===== src/rtl/arith_pkg.sv =====
// Shared definitions for the bit-serial arithmetic blocks.
// Holds the FSM state encodings and a counter-width helper.
package arith_pkg;

   localparam logic [1:0] ST_IDLE = 2'd0;
   localparam logic [1:0] ST_RUN  = 2'd1;
   localparam logic [1:0] ST_DONE = 2'd2;

   typedef enum logic [1:0] {
      IDLE = ST_IDLE,
      RUN  = ST_RUN,
      DONE = ST_DONE
   } state_t;

   // A one-bit operand still needs a one-bit counter.
   function automatic int cnt_width(input int n);
      return (n > 1) ? $clog2(n) : 1;
   endfunction

endpackage


===== src/rtl/half_subtractor.sv =====
// Single-bit half subtractor: difference and borrow-out of a - b.
module half_subtractor (
   input  logic a,
   input  logic b,
   output logic d,
   output logic bout
);

   assign d    = a ^ b;
   assign bout = ~a & b;

endmodule


===== src/rtl/serial_subtractor.sv =====
// Bit-serial N-bit unsigned subtractor, LSB first, one bit per clock.
// Two half subtractors plus a borrow flop form the full-subtract cell.
module serial_subtractor
   import arith_pkg::*;
#(
   parameter int N = 8
) (
   input  logic         clk,
   input  logic         rst_n,
   input  logic         start,
   input  logic [N-1:0] a,
   input  logic [N-1:0] b,
   output logic         busy,
   output logic         done,
   output logic [N-1:0] diff,
   output logic         borrow
);

   localparam int CW = cnt_width(N);

   state_t        state;
   state_t        state_next;
   logic [N-1:0]  sa;
   logic [N-1:0]  sb;
   logic [N-1:0]  res;
   logic [N-1:0]  res_next;
   logic [CW-1:0] cnt;
   logic          bw;
   logic          bw_next;
   logic          armed;
   logic          accept;
   logic          last_bit;
   logic          d_ab;
   logic          b_ab;
   logic          bit_d;
   logic          b_bw;

   half_subtractor hs_ab (
      .a    (sa[0]),
      .b    (sb[0]),
      .d    (d_ab),
      .bout (b_ab)
   );

   half_subtractor hs_bw (
      .a    (d_ab),
      .b    (bw),
      .d    (bit_d),
      .bout (b_bw)
   );

   assign bw_next  = b_ab | b_bw;
   assign last_bit = (cnt == CW'(N - 1));
   // armed stays low for the first edge after reset release.
   assign accept   = (state == IDLE) && start && armed;

   always_comb begin
      res_next        = res >> 1;
      res_next[N-1]   = bit_d;
   end

   always_comb begin
      state_next = state;
      case (state)
         IDLE:    if (accept)   state_next = RUN;
         RUN:     if (last_bit) state_next = DONE;
         DONE:    state_next = IDLE;
         default: state_next = IDLE;
      endcase
   end

   always_ff @(posedge clk or negedge rst_n) begin
      if (!rst_n) begin
         state <= IDLE;
      end else begin
         state <= state_next;
      end
   end

   always_ff @(posedge clk or negedge rst_n) begin
      if (!rst_n) begin
         armed  <= 1'b0;
         sa     <= '0;
         sb     <= '0;
         res    <= '0;
         cnt    <= '0;
         bw     <= 1'b0;
         busy   <= 1'b0;
         done   <= 1'b0;
         diff   <= '0;
         borrow <= 1'b0;
      end else begin
         armed <= 1'b1;
         done  <= (state == RUN) && last_bit;
         if (accept) begin
            sa   <= a;
            sb   <= b;
            res  <= '0;
            cnt  <= '0;
            bw   <= 1'b0;
            busy <= 1'b1;
         end else if (state == RUN) begin
            sa  <= sa >> 1;
            sb  <= sb >> 1;
            res <= res_next;
            bw  <= bw_next;
            cnt <= cnt + CW'(1);
            // Results are published only on the transition into DONE.
            if (last_bit) begin
               diff   <= res_next;
               borrow <= bw_next;
            end
         end else if (state == DONE) begin
            busy <= 1'b0;
         end
      end
   end

endmodule


===== config.mk =====
export PLATFORM = sky130hd
export DESIGN_NAME = serial_subtractor
export DESIGN_NICKNAME = d
export VERILOG_FILES = /design/src/rtl/arith_pkg.sv /design/src/rtl/half_subtractor.sv /design/src/rtl/serial_subtractor.sv
export SDC_FILE = /design/constraint.sdc
export NUM_CORES = 1
export LEC_CHECK = 0
export CAP_MARGIN = 15
export CORE_UTILIZATION = 55
export CTS_CLUSTER_DIAMETER = 200
export DETAILED_ROUTE_END_ITERATION = 7
export PLACE_DENSITY_LB_ADDON = 0.25
export SKIP_LAST_GASP = 1
export SYNTH_ARGS = -nofsm -noshare
export SYNTH_HDL_FRONTEND = slang
export SYNTH_SLANG_ARGS = --single-unit

===== constraint.sdc =====
create_clock -name clk -period 2.85 [get_ports clk]
set_input_delay 0.4275 -clock clk [delete_from_list [all_inputs] [get_ports clk]]
set_output_delay 0.4275 -clock clk [all_outputs]
set_load 0.02 [all_outputs]

# --- Word-level counts from Yosys, hierarchy flattened ---
# Index checks and enable logic that the tools add are counted.
classes:
  add_sub_neg: 1
  eq_ne: 6
  mux: 16
  n_bitwise: 8
  reduce_logical: 9
ops:
  columns: ["op", "n"]
  rows:
  - ["8-bit 2-to-1 mux", 6]
  - ["3-bit 2-to-1 mux", 2]
  - ["2-bit inequality test (second input constant)", 3]
  - ["1-bit 2-to-1 mux", 5]
  - ["2-bit 2-to-1 mux", 2]
  - ["2-bit one-hot mux with 2 select lines", 1]
  - ["2-bit AND reduction", 2]
  - ["2-bit nonzero test", 2]
  - ["3-bit by 1-bit adder with 3-bit output (second input constant)", 1]
  - ["3-bit == test (second input constant)", 1]
  - ["1-bit logical AND", 3]
  - ["1-bit inverter", 3]
  - ["3-bit AND reduction", 1]
  - ["1-bit bitwise AND", 2]
  - ["2-bit by 1-bit == test with 1-bit output (second input constant)", 1]
  - ["2-bit == test (second input constant)", 1]
  - ["2-bit logical NOT", 1]
  - ["1-bit bitwise XOR", 2]
  - ["1-bit OR", 1]
totals:
  ff_bits: 42
  input_bits: 19
  output_inout_bits: 11
  elab_cells: 51

# --- Depth between registers and ports, before layout ---
# Gate-level depths: netlist (run 1).
logic_depth:
  depth_word: 6
  depth_mapped: 6
  ltp_nobuf: 5

# --- Modules after synthesis ---
# A second synthesis (run 1) with hierarchy kept.
unflattened:
  hier_cells: 174
  area_unflattened_um2: 1774.2
modules_own_cells:
  columns: ["mod", "n_inst", "cells_each", "area_each_um2", "seq_area_each_um2"]
  rows:
  - ["serial_subtractor", 1, 168, 1734.2, 1026.0]
  - ["half_subtractor", 2, 3, 20.0, 0.0]

# --- Worst setup path before layout (run 1) ---
# OpenSTA, ideal clock, no wires.
synth_timing:
  path_kind: "reg-to-reg"
  start: "reg cnt[0]"
  end: "reg diff[1]"
  setup_time_ns: 0.125
  arrival_ns: 1.356
  required_ns: 2.725
  path_slack_ns: 1.369
  path_stages_with_launch: 6
  n_path_buf: 1
  period_less_slack_ns: 1.481
  path_cell_list: "dfrtp_1 > ha_1 > ha_1 > nand3b_1 > buf_4 > mux2_4"
synth_via:
  elab_chain_cells: 2
synth_lines:
  columns: ["item", "line_no", "rtl"]
  rows:
  - ["start: declaration", "serial_subtractor.sv:27", "logic [CW-1:0] cnt;"]
  - ["start signal: assignment", "serial_subtractor.sv:107", "cnt <= cnt + CW'(1);"]
  - ["3-bit == test", "serial_subtractor.sv:53", "assign last_bit = (cnt == CW'(N - 1));"]
  - ["3-bit AND reduction (no line)", null, null]
  - ["end signal: assignment", "serial_subtractor.sv:110", "diff <= res_next;"]
  - ["end: declaration", "serial_subtractor.sv:15", "output logic [N-1:0] diff,"]
# No other way between the ends.
# A chain may end at the register's enable or synchronous reset.

# --- Worst setup path in the final report (run 1) ---
layout_timing:
  start: "reg cnt[0]"
  end: "reg diff[7]"
# The elaborated chain is that of the path after synthesis.

==> results of run 1 <==
cell families after synthesis:
logic type                 after synthesis  synth area share, %
AOI/OAI and AO/OA                       19                6.782
adders and majority gates                3                2.597
buffers and inverters                   16                4.690
DFF                                     41                59.16
muxes                                    8                6.494
other                                    1               0.2162
and+or+nand+nor                         81                20.06
area by class of cell:
class                   instances  area (µm²)  area share [%]
inverters                       5       18.77          0.9014
clock buffers                   7       55.05           2.644
well taps                      44       55.05           2.644
multi-input cells             112       626.9           30.11
repair buffers                 31       300.3           14.42
flip-flops and latches         41        1026           49.28
per-layer routing:
layer	global-route usage (%)	wire, µm
met1	25.07	1329
met2	36.78	1558
met4	7.143	38
met5	0	0
met3	6.696	124
report_power, final:
part,leakage (nW),internal [mW],switching (mW)
Combinational,0.460,0.423,0.484
Clock,0.0314,0.117,0.171
Sequential,0.508,0.840,0.151
per-stage QoR:
step                setup WS, ns  std cells  power [mW]  util, %
finish                     1.005        240       2.186    68.76
global route              0.9059        240       2.368    68.76
CTS                       0.9881        240       2.207    68.76
detailed placement        0.7857        233       1.921    66.94
global placement          0.8520        233       1.865    66.94
floorplan                  1.369        169       1.629        -
sequential cells by signal, summed over array words and instances, names as in the netlist:
signal,count
borrow,1
state,2
sa,8
sb,8
armed,1
cnt,3
diff,8
res,7
busy,1
bw,1
done,1
worst max-delay path: cells and delay by family (launching register included):
family | cells | cell delay [ns]
simple gates | 1 | 0.49
fa+ha+maj | 2 | 0.42
flops | 1 | 0.42
mux | 1 | 0.40
cell usage after synthesis (all sizes together), types with 2 or more instances:
library cell  count
nand2            49
ha                2
mux2              8
nand3            14
a31oi            12
o21ai             5
inv               5
buf              10
nor2             12
dfrtp            41
how the worst max path moves through the flow:
stage,to,depth (start not counted)
floorplan,diff[1],5
global placement,cnt[0],5
detailed placement,cnt[0],5
CTS,diff[7],4
global route,diff[0],4
finish,diff[7],4
==> metrics.md, run 1 <==
| Metric | Value |
|---|---|
| Max-cap check violation count | 0 |
| Syn nets | 191 |
| Synth-to-Final Area Change | 20.06% |
| Max-Slew Margin vs Limit | between 30% and 40% |
| Pwr/cell area | 1050 nW/µm² |
| Slew @ Worst Pin | 1.001 ns |
| Avg Cell Area, Syn | 10.26 µm² |
| H-tree depth | 2 |
| Synth warn | 0 |
| Clk buf depth | 2 |
| DR WL/cell | 12.71 µm |
| HP Class | in2async |
| Clock Skew | approximately 0.011 ns |
| Post-Route WL | 3.051 mm |
| Run status | finished, violations left |
| Placed Area | 2027 µm² |
| Post-CTS Hold Buffers | 0 |
| I/O pin count | 30 |
| Netlist cell types | 24 |
| Global-route wire length before repair | 5.326 mm |
| First drt pass iteration count | 6 |
| Final Instance Area | 2082 µm² |
| Final hold violations | 0 |
| Vias per std cell | 5.192 |
| CP max stage cell | nand3b_1 |
| Mapped Cells | 169 |
| Die X | 58.15 µm |
| Critical Path Start Type | register |
| FILL cells | 235 |
| Starting Density | 57.27% |
| Core area | 3028 µm² |
| Clk slew on worst S/H paths | ~0.11 ns |
| F_max | 541.9 MHz |
| Ant diodes | 0 |
| Static Leak | 0.9994 nW |
| GR Overflow Total | 0 |
| Critical Path Start | cnt[0] |
| Worst reg2reg path depth | 4 |
| Detail Route Antenna Nets | 0 |
| Top FF cell, synth | dfrtp_1 |
| Commonest non-fill, non-tap cells in the layout | nand2_1, dfrtp_1, clkdlybuf4s50_1 |
| Worst Path Arrival | ~2.1 ns |
| WP data required | about 3.1 ns |
| CTS tree | built |
| Tmin final | approximately 1.8 ns |
| Final TNS setup | 0 ns |
| Tot GR Track Use | 21.26% |
| CP Cell Sequence | ha_1 -> ha_1 -> nand3b_1 -> mux2_2 |
| Count of input and output buffers | 29 |
| Number of synthesized flops with an enable pin | 0 |
| Kind of end point of the critical path | register |
| Worst VDD drop | 0.0005071 V |
| Max Slew Vio Count | 0 |
| FF-to-FF Start | cnt[0] |
| Most common cell after layout, fill and taps aside | nand2_1 |
| Crit path largest cell delay | 0.49 ns |
| Post-CTS Repair Setup Buffers | 0 |
| Yosys reg bits | 41 |
| Mapped cell area | 1734 µm² |
| Maximum fanout along the worst path | 12 |
| FP Rows | 20 |
| Clock Latency Late Sink | 0.34 ns |
| Crit Path Category | reg2reg |
| GP Congestion | 0.6588 |
| Vias | 1246 |
| Layout cells sized above 1 | 9.184% |
| Synth area leader | dfrtp_1 |
| RSZ-0062 raised after global routing | no |
| Num CTS Buffers | 5 |
| Asr flop ratio synth | 100.0% |
| Die height | 58.15 µm |
| Remaining DRCs | 1 |
| Post-synthesis sequential area ratio | approximately three fifths |
| Synth top area cells | dfrtp_1, nand2_1, mux2_4, a31oi_1, nand3_1 |
| Total clock sinks | 41 |
| Resize count post-CTS | 0 |
| Nets | about 220 |
| Worst R2R Setup Slack | 1.00 ns |
| Number of global-route vias before repair | approximately 1.2k |
| Worst reg2reg path endpoint | diff[7] |
| WHS | about 0.18 ns |
| Final worst-path cycle share | 64.75% |
| Initial antenna violation count | 0 |
| CTS root buf | clkbuf_4 |
| Failing checks | DRC |
| DIE AREA | about 3400 µm² |
| Setup Viol. Count Final | 0 |
| Final HPWL DP | 2.103 mm |
| Drt first-iter violations | 41 |
| Largest net degree at the start of global routing | 42 |
| Yosys top cell area share | 59.16% |
| Crit-path most repeated cell | ha_1 |
Note: power is estimated with default switching activity, not from simulation.
==> run 2, diff against run 1 <==
--- a/config.mk
+++ b/config.mk
@@ -6,7 +6,7 @@
 export NUM_CORES = 1
 export LEC_CHECK = 0
 export CAP_MARGIN = 15
-export CORE_UTILIZATION = 55
+export CORE_UTILIZATION = 46
 export CTS_CLUSTER_DIAMETER = 200
 export DETAILED_ROUTE_END_ITERATION = 7
 export PLACE_DENSITY_LB_ADDON = 0.25
==> constraint.sdc (replaced) <==
create_clock -name clk -period 1.55 [get_ports clk]
set_input_delay 0.2325 -clock clk [delete_from_list [all_inputs] [get_ports clk]]
set_output_delay 0.2325 -clock clk [all_outputs]
set_load 0.02 [all_outputs]
==> metrics.md, run 2 (synthesis gave the netlist of run 1 again) <==
| Metric | Value |
|---|---|
| Global-route wire length before repair | 5.754 mm |
| Worst R2R Setup Slack | 0.04 ns |
| Final hold violations | 0 |
| Core area | 3468 µm² |
| Top flop regs | diff: 8 flops, sa: 8 flops, sb: 8 flops |
| DR WL met2 | 1.605 mm |
| Overall Power | 4.353 mW |
| Clk slew on worst S/H paths | 0.08 ns |
| Die X | 63.40 µm |
| Total clock sinks | 41 |
| Max Slew Vio Count | 0 |
| Post-Route Utilization | 64.00% |
| Clock share of power | 16.0% |
| Clock Latency Late Sink | 0.29 ns |
| Clock Skew | 0.006087 ns |
| I/O pin count | 30 |
| Critical Path Start Type | register |
| First drt pass iteration count | 4 |
| GR Overflow Total | 0 |
| Remaining DRCs | 0 |
| Static Leak | 1.059 nW |
| Maximum fanout along the worst path | 5 |
| Crit Path Category | reg2reg |
| FF-to-FF Start | cnt[0] |
| Drt first-iter violations | 48 |
| Worst VDD drop | 0.0008007 V |
| H-tree depth | 2 |
| Setup Viol. Count Final | 0 |
| F_max | 663.7 MHz |
| Met1 wire length | between 1 and 1.5 mm |
| Run status | complete, no violations |
| HP Class | in2async |
| Post-Layout Cell Count | 250 |
| Final TNS setup | 0 ns |
| Count of input and output buffers | 29 |
| Max Used Layer | met4 |
| Gate power share | 41.7% |
| Pwr/cell area | 1961 nW/µm² |
| Die height | 63.40 µm |
| Ant diodes | 0 |
| Max-cap check violation count | 0 |
| DP Cell Count | 240 |
| WP data required | 1.72 ns |
| Critical Path Start | cnt[0] |
| DIE AREA | 4020 µm² |
| CTS tree | built |
| Initial antenna violation count | 0 |
| CTS root buf | clkbuf_8 |
| Pint | ~2.8 mW |
| Final HPWL DP | 2.220 mm |
| CP Cell Sequence | ha_1 -> ha_2 -> nand3b_1 -> buf_6 -> mux2_2 |
| Kind of end point of the critical path | register |
| Vias | 1303 |
| Switching share of power | 35.95% |
| Met3 wire len | 143 µm |
| Nets | around 230 |
| FP Rows | 21 |
| Tmin final | approximately 1.5 ns |
| CP max stage cell | dfrtp_1 |
| Worst reg2reg path endpoint | diff[7] |
| Final worst-path cycle share | 97.21% |
| Worst Path Arrival | 1.68 ns |
| Crit path largest cell delay | 0.40 ns |
| Detail Route Antenna Nets | 0 |
| GP Congestion | 0.7538 |
| Num CTS Buffers | 5 |
| Starting Density | 50.00% |
| Largest net degree at the start of global routing | 41 |
| Post-Route WL | 3.281 mm |
| Worst reg2reg path depth | 5 |
| Commonest non-fill, non-tap cells in the layout | nand2_1, dfrtp_1, clkdlybuf4s50_1 |
| Number of global-route vias before repair | approximately 1.3k |
| Clk buf depth | 2 |
| Layout cells sized above 1 | a little over an eighth |
| DR WL/cell | 13.12 µm |
| Vias per std cell | 5.212 |
| Seq pwr share | a little over two fifths |
| Synth-to-Final Area Change | 27.99% |
| FILL cells | 290 |
| Most common cell after layout, fill and taps aside | nand2_1 |
| Crit path to | diff[7] |
| Net Sw Power | 1.565 mW |
| Tot GR Track Use | 18.63% |
## run 2: cell types whose count changed in the layout (fill, tap and decap cells not counted), sizes merged
cell | before | now
dlygate4sd3 | 0 | 1
buf | 3 | 10
clkinvlp | 0 | 1
clkbuf | 7 | 6
## run 2: worst min-delay path by stage
stage,start,end,slack (ns),depth (start not counted)
after detailed placement,rst_n,sb[2],0.21,1
after CTS,rst_n,sb[2],0.44,2
after global routing,rst_n,sb[2],0.47,2
after global placement,rst_n,sb[1],0.20,1
after floorplan,rst_n,armed,-0.06,0
final,rst_n,sb[2],0.42,2
## run 2: final cells by class
class / instances / area (µm²) / share of cell area [%]
Sequential cell: 41 / 1026 / 46.22
Multi-Input combinational cell: 112 / 631.9 / 28.47
Timing Repair Buffer: 39 / 395.4 / 17.81
Clock buffer: 6 / 82.58 / 3.720
Tap cell: 46 / 57.56 / 2.593
Inverter: 5 / 18.77 / 0.8455
Clock inverter: 1 / 7.507 / 0.3382
## run 2: through the flow
stage	area, µm²	hold WS [ns]	setup slack (ns)
2_1_floorplan	1734	-0.06309	0.06859
3_3_place_gp	2092	0.1977	0.07821
3_5_place_dp	2092	0.2084	0.03816
4_1_cts	2192	0.4408	0.02666
5_1_grt	2220	0.4682	-0.002460
6_report	2220	0.4216	0.04325
## run 2: critical path: cells and delay by family, from the launching register on
kind | cells | cell delay (ns)
buffers and inverters | 1 | 0.15
multiplexers | 1 | 0.32
flip-flops | 1 | 0.40
adder cells (fa/ha/maj) | 2 | 0.39
AND/OR/NAND/NOR | 1 | 0.14
## run 2: timing repair
item / in CTS / in global routing
endpoints found under the setup margin: 0 / 7
setup buffers: 0 / 2
resized for setup: 0 / 4
endpoints found under the hold margin: 19 / 0
hold buffers: 1 / 0
## run 2: routing by layer
metal / track usage [%] / vias to the layer above
met5: 0 / -
met4: 7.670 / 0
met3: 5.435 / 6
met2: 29.79 / 33
met1: 23.51 / 641
li1: - / 623
## run 2: power by group through the flow
stage          Combinational [mW]  Sequential (mW)  Clock (mW)
5_1_grt                      2.01             1.90       0.771
2_1_floorplan                1.06             1.94           0
6_report                     1.82             1.84       0.694
3_3_place_gp                 1.72             1.83           0
4_1_cts                      1.79             1.84       0.719
3_5_place_dp                 1.79             1.86           0
